`config.mk`:
```
export PLATFORM = sky130hd
export DESIGN_NAME = cpu_run_ctrl
export DESIGN_NICKNAME = d
export VERILOG_FILES = /design/src/rtl/cpu_run_ctrl.sv
export SDC_FILE = /design/constraint.sdc
export NUM_CORES = 1
export LEC_CHECK = 0
export CAP_MARGIN = 10
export CORE_ASPECT_RATIO = 0.75
export CORE_UTILIZATION = 46
export CTS_CLUSTER_SIZE = 40
export DETAILED_ROUTE_END_ITERATION = 8
export PLACE_DENSITY = 0.87
export SLEW_MARGIN = 20
export SYNTH_ARGS = -nofsm -noshare
export SYNTH_HDL_FRONTEND = slang
export SYNTH_SLANG_ARGS = --single-unit
```
`constraint.sdc`:
```
create_clock -name clk -period 2.9 [get_ports clk]
set_clock_uncertainty 0.2 [all_clocks]
set_input_delay 0.435 -clock clk [delete_from_list [all_inputs] [get_ports clk]]
set_output_delay 0.435 -clock clk [all_outputs]
set_load 0.02 [all_outputs]
```
`src/rtl/cpu_run_ctrl.sv`:
```
`default_nettype none
// ============================================================================
// Module  : cpu_run_ctrl
// Brief   : Run controller for the five-stage cache CPU. Holds the core in
//           reset while the boot PC is presented, then supervises execution
//           until an ecall halt, a cycle-budget timeout or a PC stall. Keeps
//           run-cycle and retired-instruction counts and a completion status.
// Revision: 1.0 - initial release
// ============================================================================
module cpu_run_ctrl #(
  parameter int              XLEN         = 32,
  parameter logic [XLEN-1:0] BOOT_PC      = '0,
  parameter int              RESET_CYCLES = 4,
  parameter int              MAX_CYCLES   = 1280,
  parameter int              STALL_LIMIT  = 16,
  parameter logic [XLEN-1:0] HALT_INSN    = 32'h00000073,
  parameter int              CNT_W        = 32
) (
  input  logic             clk,
  input  logic             rst,
  input  logic             start,
  input  logic             abort,
  input  logic [XLEN-1:0]  pc_i,
  input  logic [XLEN-1:0]  insn_i,
  input  logic             insn_valid_i,
  output logic             core_rst_o,
  output logic             pc_load_o,
  output logic [XLEN-1:0]  boot_pc_o,
  output logic             running_o,
  output logic             done_o,
  output logic [1:0]       status_o,
  output logic [CNT_W-1:0] cycle_cnt_o,
  output logic [CNT_W-1:0] retire_cnt_o
);

  typedef enum logic [1:0] {
    S_IDLE  = 2'd0,
    S_RESET = 2'd1,
    S_RUN   = 2'd2,
    S_DONE  = 2'd3
  } state_t;

  localparam logic [1:0] c_stat_none    = 2'd0;
  localparam logic [1:0] c_stat_halt    = 2'd1;
  localparam logic [1:0] c_stat_timeout = 2'd2;
  localparam logic [1:0] c_stat_stall   = 2'd3;

  // Reset-phase counter only needs to reach RESET_CYCLES-1.
  localparam int               c_rst_w      = (RESET_CYCLES > 1) ? $clog2(RESET_CYCLES) : 1;
  localparam logic [c_rst_w-1:0] c_rst_last = c_rst_w'(RESET_CYCLES - 1);

  localparam logic [CNT_W-1:0] c_cnt_max    = '1;
  // "count+1 would reach LIMIT" is the same as "count == LIMIT-1".
  localparam logic [CNT_W-1:0] c_cycle_last = CNT_W'(MAX_CYCLES - 1);
  localparam logic [CNT_W-1:0] c_stall_last = CNT_W'(STALL_LIMIT - 1);
  localparam bit               c_timeout_en = (MAX_CYCLES != 0);
  localparam bit               c_stall_en   = (STALL_LIMIT != 0);

  state_t             r_state;
  state_t             w_next;
  logic [c_rst_w-1:0] r_rst_cnt;
  logic [CNT_W-1:0]   r_cycle_cnt;
  logic [CNT_W-1:0]   r_retire_cnt;
  logic [CNT_W-1:0]   r_stall_cnt;
  logic [XLEN-1:0]    r_pc_prev;
  logic [1:0]         r_status;

  logic               w_same_pc;
  logic               w_halt;
  logic               w_stall;
  logic               w_timeout;
  logic               w_end;
  logic [1:0]         w_end_status;

  // Counters stick at all-ones instead of wrapping.
  function automatic logic [CNT_W-1:0] sat_inc(input logic [CNT_W-1:0] v);
    return (v == c_cnt_max) ? v : v + 1'b1;
  endfunction

  // State register.
  always_ff @(posedge clk) begin
    if (rst) begin
      r_state <= S_IDLE;
    end else begin
      r_state <= w_next;
    end
  end

  // Next-state, end-condition priority and state-decoded outputs.
  always_comb begin
    w_next       = r_state;
    w_same_pc    = (pc_i == r_pc_prev);
    w_halt       = insn_valid_i && (insn_i == HALT_INSN);
    w_stall      = c_stall_en && w_same_pc && (r_stall_cnt == c_stall_last);
    w_timeout    = c_timeout_en && (r_cycle_cnt == c_cycle_last);
    w_end        = w_halt || w_stall || w_timeout;
    w_end_status = c_stat_timeout;
    core_rst_o   = 1'b1;
    pc_load_o    = 1'b0;
    running_o    = 1'b0;
    done_o       = 1'b0;

    if (w_halt) begin
      w_end_status = c_stat_halt;
    end else if (w_stall) begin
      w_end_status = c_stat_stall;
    end

    case (r_state)
      S_IDLE: begin
        if (start) begin
          w_next = S_RESET;
        end
      end
      S_RESET: begin
        pc_load_o = 1'b1;
        if (r_rst_cnt == c_rst_last) begin
          w_next = S_RUN;
        end
      end
      S_RUN: begin
        core_rst_o = 1'b0;
        running_o  = 1'b1;
        if (w_end) begin
          w_next = S_DONE;
        end
      end
      S_DONE: begin
        done_o = 1'b1;
        if (start) begin
          w_next = S_RESET;
        end
      end
      default: begin
        w_next = S_IDLE;
      end
    endcase

    // abort beats start and any end condition seen in the same cycle.
    if (abort) begin
      w_next = S_IDLE;
    end
  end

  // Reset-phase counter, run counters, PC history and status latch.
  always_ff @(posedge clk) begin
    if (rst) begin
      r_rst_cnt    <= '0;
      r_cycle_cnt  <= '0;
      r_retire_cnt <= '0;
      r_stall_cnt  <= '0;
      r_pc_prev    <= '0;
      r_status     <= c_stat_none;
    end else if (abort) begin
      // Counters stay readable after an abort; only the status is dropped.
      r_status <= c_stat_none;
    end else begin
      case (r_state)
        S_IDLE, S_DONE: begin
          if (start) begin
            r_rst_cnt <= '0;
          end
        end
        S_RESET: begin
          if (r_rst_cnt == c_rst_last) begin
            r_cycle_cnt  <= '0;
            r_retire_cnt <= '0;
            r_stall_cnt  <= '0;
            r_status     <= c_stat_none;
            r_pc_prev    <= pc_i;
          end else begin
            r_rst_cnt <= r_rst_cnt + 1'b1;
          end
        end
        S_RUN: begin
          r_cycle_cnt <= sat_inc(r_cycle_cnt);
          if (insn_valid_i) begin
            r_retire_cnt <= sat_inc(r_retire_cnt);
          end
          r_stall_cnt <= w_same_pc ? sat_inc(r_stall_cnt) : '0;
          r_pc_prev   <= pc_i;
          if (w_end) begin
            r_status <= w_end_status;
          end
        end
        default: begin
        end
      endcase
    end
  end

  assign boot_pc_o    = BOOT_PC;
  assign status_o     = r_status;
  assign cycle_cnt_o  = r_cycle_cnt;
  assign retire_cnt_o = r_retire_cnt;

endmodule
`default_nettype wire

```
==> impl_metrics.xml <==
<?xml version="1.0" encoding="UTF-8"?>
<metrics>
  <group name="status">
    <metric name="result_of_the_run" unit="">finished clean</metric>
  </group>
  <group name="placed_design">
    <metric name="finalWeightedCongestion" unit="">0.861</metric>
    <metric name="io_buffers" unit="">138</metric>
    <metric name="detailedPlace.worstSlack" unit="ns">-0.401</metric>
    <metric name="dpl.hpwl" unit="um">13800</metric>
  </group>
  <group name="final_layout">
    <metric name="multi_input_area" unit="um^2">4130</metric>
    <metric name="most-common-layout-cells" unit="">clkdlybuf4s50_1, dfxtp_1, nand2_1, a21oi_1, nor2_1</metric>
    <metric name="design.final.nets" unit="">1125</metric>
    <metric name="seq_area" unit="um^2">2680</metric>
    <metric name="final_common_cell" unit="">clkdlybuf4s50_1</metric>
    <metric name="filler_cell_count" unit="">1284</metric>
    <metric name="layout-area-overhead-vs-synth" unit="%">31.7</metric>
    <metric name="final_layout_size_suffix_gt1_frac" unit="">0.0914</metric>
  </group>
  <group name="worst_hold_path">
    <metric name="whs_endpoint" unit="">status_o[1]$_SDFFE_PP0P_</metric>
    <metric name="hold_class" unit="">reg2reg</metric>
    <metric name="hold_start" unit="">status_o[1]$_SDFFE_PP0P_</metric>
    <metric name="min_path_cells" unit="">2</metric>
  </group>
  <group name="synthesis">
    <metric name="synthesis.instances" unit="">895</metric>
    <metric name="async_reset_ff_frac" unit="">0</metric>
    <metric name="synth_compound_gate_area_share" unit="">0.139</metric>
    <metric name="synth_top_family_by_area" unit="">simple AND/OR/NAND/NOR gates</metric>
    <metric name="yosys.area_share.xor_xnor" unit="">0.0901</metric>
    <metric name="post_synth_fa_ha_maj_area_fraction" unit="">0.0139</metric>
    <metric name="synth.yosys.seq_area_share" unit="">0.373</metric>
    <metric name="synthMuxAreaShare" unit="">0.00557</metric>
    <metric name="synth_simple_gate_area_frac" unit="">0.307</metric>
    <metric name="yosysWarnings" unit="">0</metric>
    <metric name="post_synth_num_cell_types" unit="">66</metric>
    <metric name="post_synth.cell_area_avg" unit="um^2">8.03</metric>
    <metric name="synth-seq-cells" unit="">134</metric>
    <metric name="synth_edf_count" unit="">0</metric>
    <metric name="syn-cell-area" unit="um^2">7190</metric>
    <metric name="yosys_most_used_dff" unit="">dfxtp_1</metric>
  </group>
  <group name="grt">
    <metric name="gr-usage-all-layers" unit="">0.249</metric>
    <metric name="grt_pass1_wl" unit="um">32200</metric>
    <metric name="largest_net_degree_at_the_start_of_global_routing" unit="">53</metric>
    <metric name="antenna_violations_before_repair" unit="">1</metric>
    <metric name="grt_pass1_vias" unit="">6695</metric>
    <metric name="globalRouteOverflowTotal" unit="">0</metric>
  </group>
  <group name="route">
    <metric name="postRouteAntennaNets" unit="">0</metric>
    <metric name="drtIter0Drc" unit="">773</metric>
    <metric name="vias" unit="">7222</metric>
    <metric name="wl_per_instance" unit="um">15.9</metric>
    <metric name="finalWirelength" unit="um">20100</metric>
    <metric name="firstDrtPassIters" unit="">6</metric>
    <metric name="detail_route.drc_violations" unit="">0</metric>
    <metric name="routed_via_density" unit="">5.70</metric>
  </group>
  <group name="worst_setup_path">
    <metric name="crit_path_max_incr_delay" unit="ns">0.54</metric>
    <metric name="worstSetupPathType" unit="">reg2reg</metric>
    <metric name="worst_r2r_endpoint" unit="">retire_cnt_o[1]$_SDFFE_PP0P_</metric>
    <metric name="crit_path_start_kind" unit="">flip-flop</metric>
    <metric name="worst_path_max_delay_cell" unit="">nor4_1</metric>
    <metric name="crit_required" unit="ns">3.05</metric>
    <metric name="crit_chain" unit="">nand4_1 &gt; nor4_1 &gt; a41o_1 &gt; and2_1 &gt; buf_4 &gt; o21ai_0 &gt; a21oi_1</metric>
    <metric name="worst-r2r-setup-slack" unit="ns">0.11</metric>
    <metric name="critical_path_peak_fanout" unit="">12</metric>
    <metric name="worst-endpoint-arrival" unit="ns">2.94</metric>
    <metric name="critical_path.reg2reg.startpoint" unit="">retire_cnt_o[18]$_SDFFE_PP0P_</metric>
    <metric name="end_kind" unit="">flip-flop</metric>
    <metric name="worst_r2r_path_depth" unit="">7</metric>
  </group>
  <group name="pwr">
    <metric name="pwr-share-comb" unit="">0.086</metric>
    <metric name="switching_share" unit="">0.252</metric>
    <metric name="power.ir.vdd_worst" unit="mV">0.463</metric>
    <metric name="power.internal" unit="W">0.00328</metric>
    <metric name="total_leakage_power" unit="nW">3.33</metric>
    <metric name="power.net_switching" unit="W">0.00110</metric>
    <metric name="power.density_cell_area" unit="nW/um^2">463</metric>
    <metric name="p_seq_frac" unit="">0.429</metric>
    <metric name="clkPwrFrac" unit="">0.485</metric>
  </group>
  <group name="clock_network">
    <metric name="post-cts-setup-buffer-count" unit="">0</metric>
    <metric name="clock_tree.root_cell" unit="">clkbuf_16</metric>
    <metric name="h-tree-depth" unit="">4</metric>
    <metric name="cts_num_sinks" unit="">134</metric>
    <metric name="clk_pin_slew_worst_paths" unit="ns">0.06</metric>
    <metric name="number_of_buffers_created_by_cts" unit="">17</metric>
    <metric name="clock_path_buffers" unit="">2</metric>
    <metric name="cts_hold_buf" unit="">0</metric>
    <metric name="clock_insertion_delay_worst_skew" unit="ns">0.43</metric>
    <metric name="tritoncts" unit="">yes</metric>
  </group>
  <group name="floorplan">
    <metric name="die_area" unit="um^2">16100</metric>
    <metric name="design.portCount" unit="">171</metric>
    <metric name="chipWidth" unit="um">146</metric>
    <metric name="floorplan.die.height" unit="um">110</metric>
    <metric name="area_of_the_core_region" unit="um^2">15200</metric>
    <metric name="initial_utilization" unit="">0.472</metric>
    <metric name="core.rowCount" unit="">39</metric>
  </group>
  <group name="timing">
    <metric name="pins_over_slew_limit" unit="">0</metric>
    <metric name="finalWorstPathRequiredPeriod" unit="ns">2.79</metric>
    <metric name="worst-slew-pin-transition" unit="ns">0.710</metric>
    <metric name="rsz0062_at_grt" unit="">false</metric>
    <metric name="final-setup-viol-count" unit="">0</metric>
    <metric name="setup_ws" unit="ns">0.111</metric>
    <metric name="final.period_utilization" unit="">0.962</metric>
    <metric name="hold_slack" unit="ns">0.259</metric>
    <metric name="fmaxAchievable" unit="MHz">359</metric>
    <metric name="hold_viol_final" unit="">0</metric>
    <metric name="slew-limit-headroom" unit="">0.527</metric>
  </group>
  <group name="run">
    <metric name="cap_viol_max_count" unit="">0</metric>
  </group>
</metrics>
per-stage QoR:
| stage | util | setup TNS [ns] | area (um^2) | std cells | total power, W |
|---|---|---|---|---|---|
| finish | 0.622 | 0 | 9470 | 1267 | 0.00439 |
| global route | 0.622 | 0 | 9470 | 1266 | 0.00451 |
| CTS | 0.621 | 0 | 9460 | 1266 | 0.00439 |
| detailed placement | 0.583 | -3.02 | 8880 | 1234 | 0.00229 |
| global placement | 0.583 | -2.16 | 8880 | 1234 | 0.00228 |
| floorplan | - | 0 | 7310 | 926 | 0.00215 |
sequential cells by signal, summed over array words and instances (netlist names):
register      cells
cycle_cnt_o      32
r_pc_prev        32
r_rst_cnt         2
r_stall_cnt      32
r_state           2
retire_cnt_o     32
status_o          2
metal layers:
| layer | track usage | wire (um) |
|---|---|---|
| met5 | 0 | 0 |
| met4 | 0.103 | 426 |
| met3 | 0.0765 | 1850 |
| met2 | 0.394 | 9050 |
| met1 | 0.317 | 8810 |
layout make-up:
class / instances / share of cell area
multi-input cells: 692 / 0.436
flip-flops and latches: 134 / 0.283
repair buffers: 182 / 0.183
clock buffers: 20 / 0.0493
well taps: 205 / 0.0271
clock inverters: 12 / 0.0124
inverters: 21 / 0.00832
diodes: 1 / 0.000264
cells by family after synthesis:
kind of cell,count (synthesis)
XOR/XNOR,74
AND/OR/NAND/NOR,410
AO/OA/AOI/OAI,164
flip-flops,134
multiplexers,4
adder cells (fa/ha/maj),8
buffers and inverters,100
other,1
Yosys cell counts (4+ instances only):
cell type | n | area (um^2)
or4_1 | 19 | 143
a21oi_1 | 89 | 445
buf_2 | 7 | 35.0
o21ai_0 | 24 | 120
nor3_1 | 17 | 85.1
and2_1 | 7 | 43.8
nand3_1 | 41 | 205
nor4b_1 | 4 | 35.0
nand2b_1 | 5 | 31.3
and4_1 | 9 | 78.8
clkbuf_1 | 37 | 139
dfxtp_1 | 134 | 2680
mux2i_1 | 4 | 40.0
o31ai_1 | 15 | 113
o32ai_1 | 5 | 43.8
xor2_1 | 49 | 429
nor2_1 | 61 | 229
ha_1 | 8 | 100
or3_1 | 28 | 175
nand4_1 | 37 | 231
buf_4 | 33 | 248
and3_1 | 16 | 100
nand2_1 | 113 | 424
nor4_1 | 33 | 206
xnor2_1 | 25 | 219
inv_1 | 21 | 78.8
repair_timing:
action	4_1_cts	5_1_grt
gates resized for setup	0	1
endpoints found under the hold margin	0	0
setup endpoints to repair	0	3
power by group through the flow:
| stage | sequential, W | clock, W | combinational, W |
|---|---|---|---|
| 2_1_floorplan | 0.00192 | 0 | 0.000229 |
| 3_3_place_gp | 0.00192 | 0 | 0.000361 |
| 3_5_place_dp | 0.00192 | 0 | 0.000370 |
| 4_1_cts | 0.00188 | 0.00214 | 0.000372 |
| 5_1_grt | 0.00188 | 0.00222 | 0.000407 |
| 6_report | 0.00188 | 0.00213 | 0.000376 |
critical path, delay by kind of cell (launching register included):
kind,cells,cell delay (ns)
flip-flops,1,0.43
AND/OR/NAND/NOR,3,1.06
buffers and inverters,1,0.24
AO/OA/AOI/OAI,3,0.78
worst max-delay path by stage:
| stage | startpoint | end | slack [ns] |
|---|---|---|---|
| after global placement | pc_i[20] | r_state[0]$_SDFFE_PP0P_ | -0.36 |
| after detailed placement | pc_i[19] | r_state[0]$_SDFFE_PP0P_ | -0.40 |
| after CTS | pc_i[19] | r_state[0]$_SDFFE_PP0P_ | 0.03 |
| after floorplan | r_state[1]$_SDFFE_PP0P_ | retire_cnt_o[31]$_SDFFE_PP0P_ | 0.06 |
| final | retire_cnt_o[18]$_SDFFE_PP0P_ | retire_cnt_o[1]$_SDFFE_PP0P_ | 0.11 |
| after global routing | pc_i[20] | r_state[0]$_SDFFE_PP0P_ | 0.004 |
(Power assumes the default switching activity.)
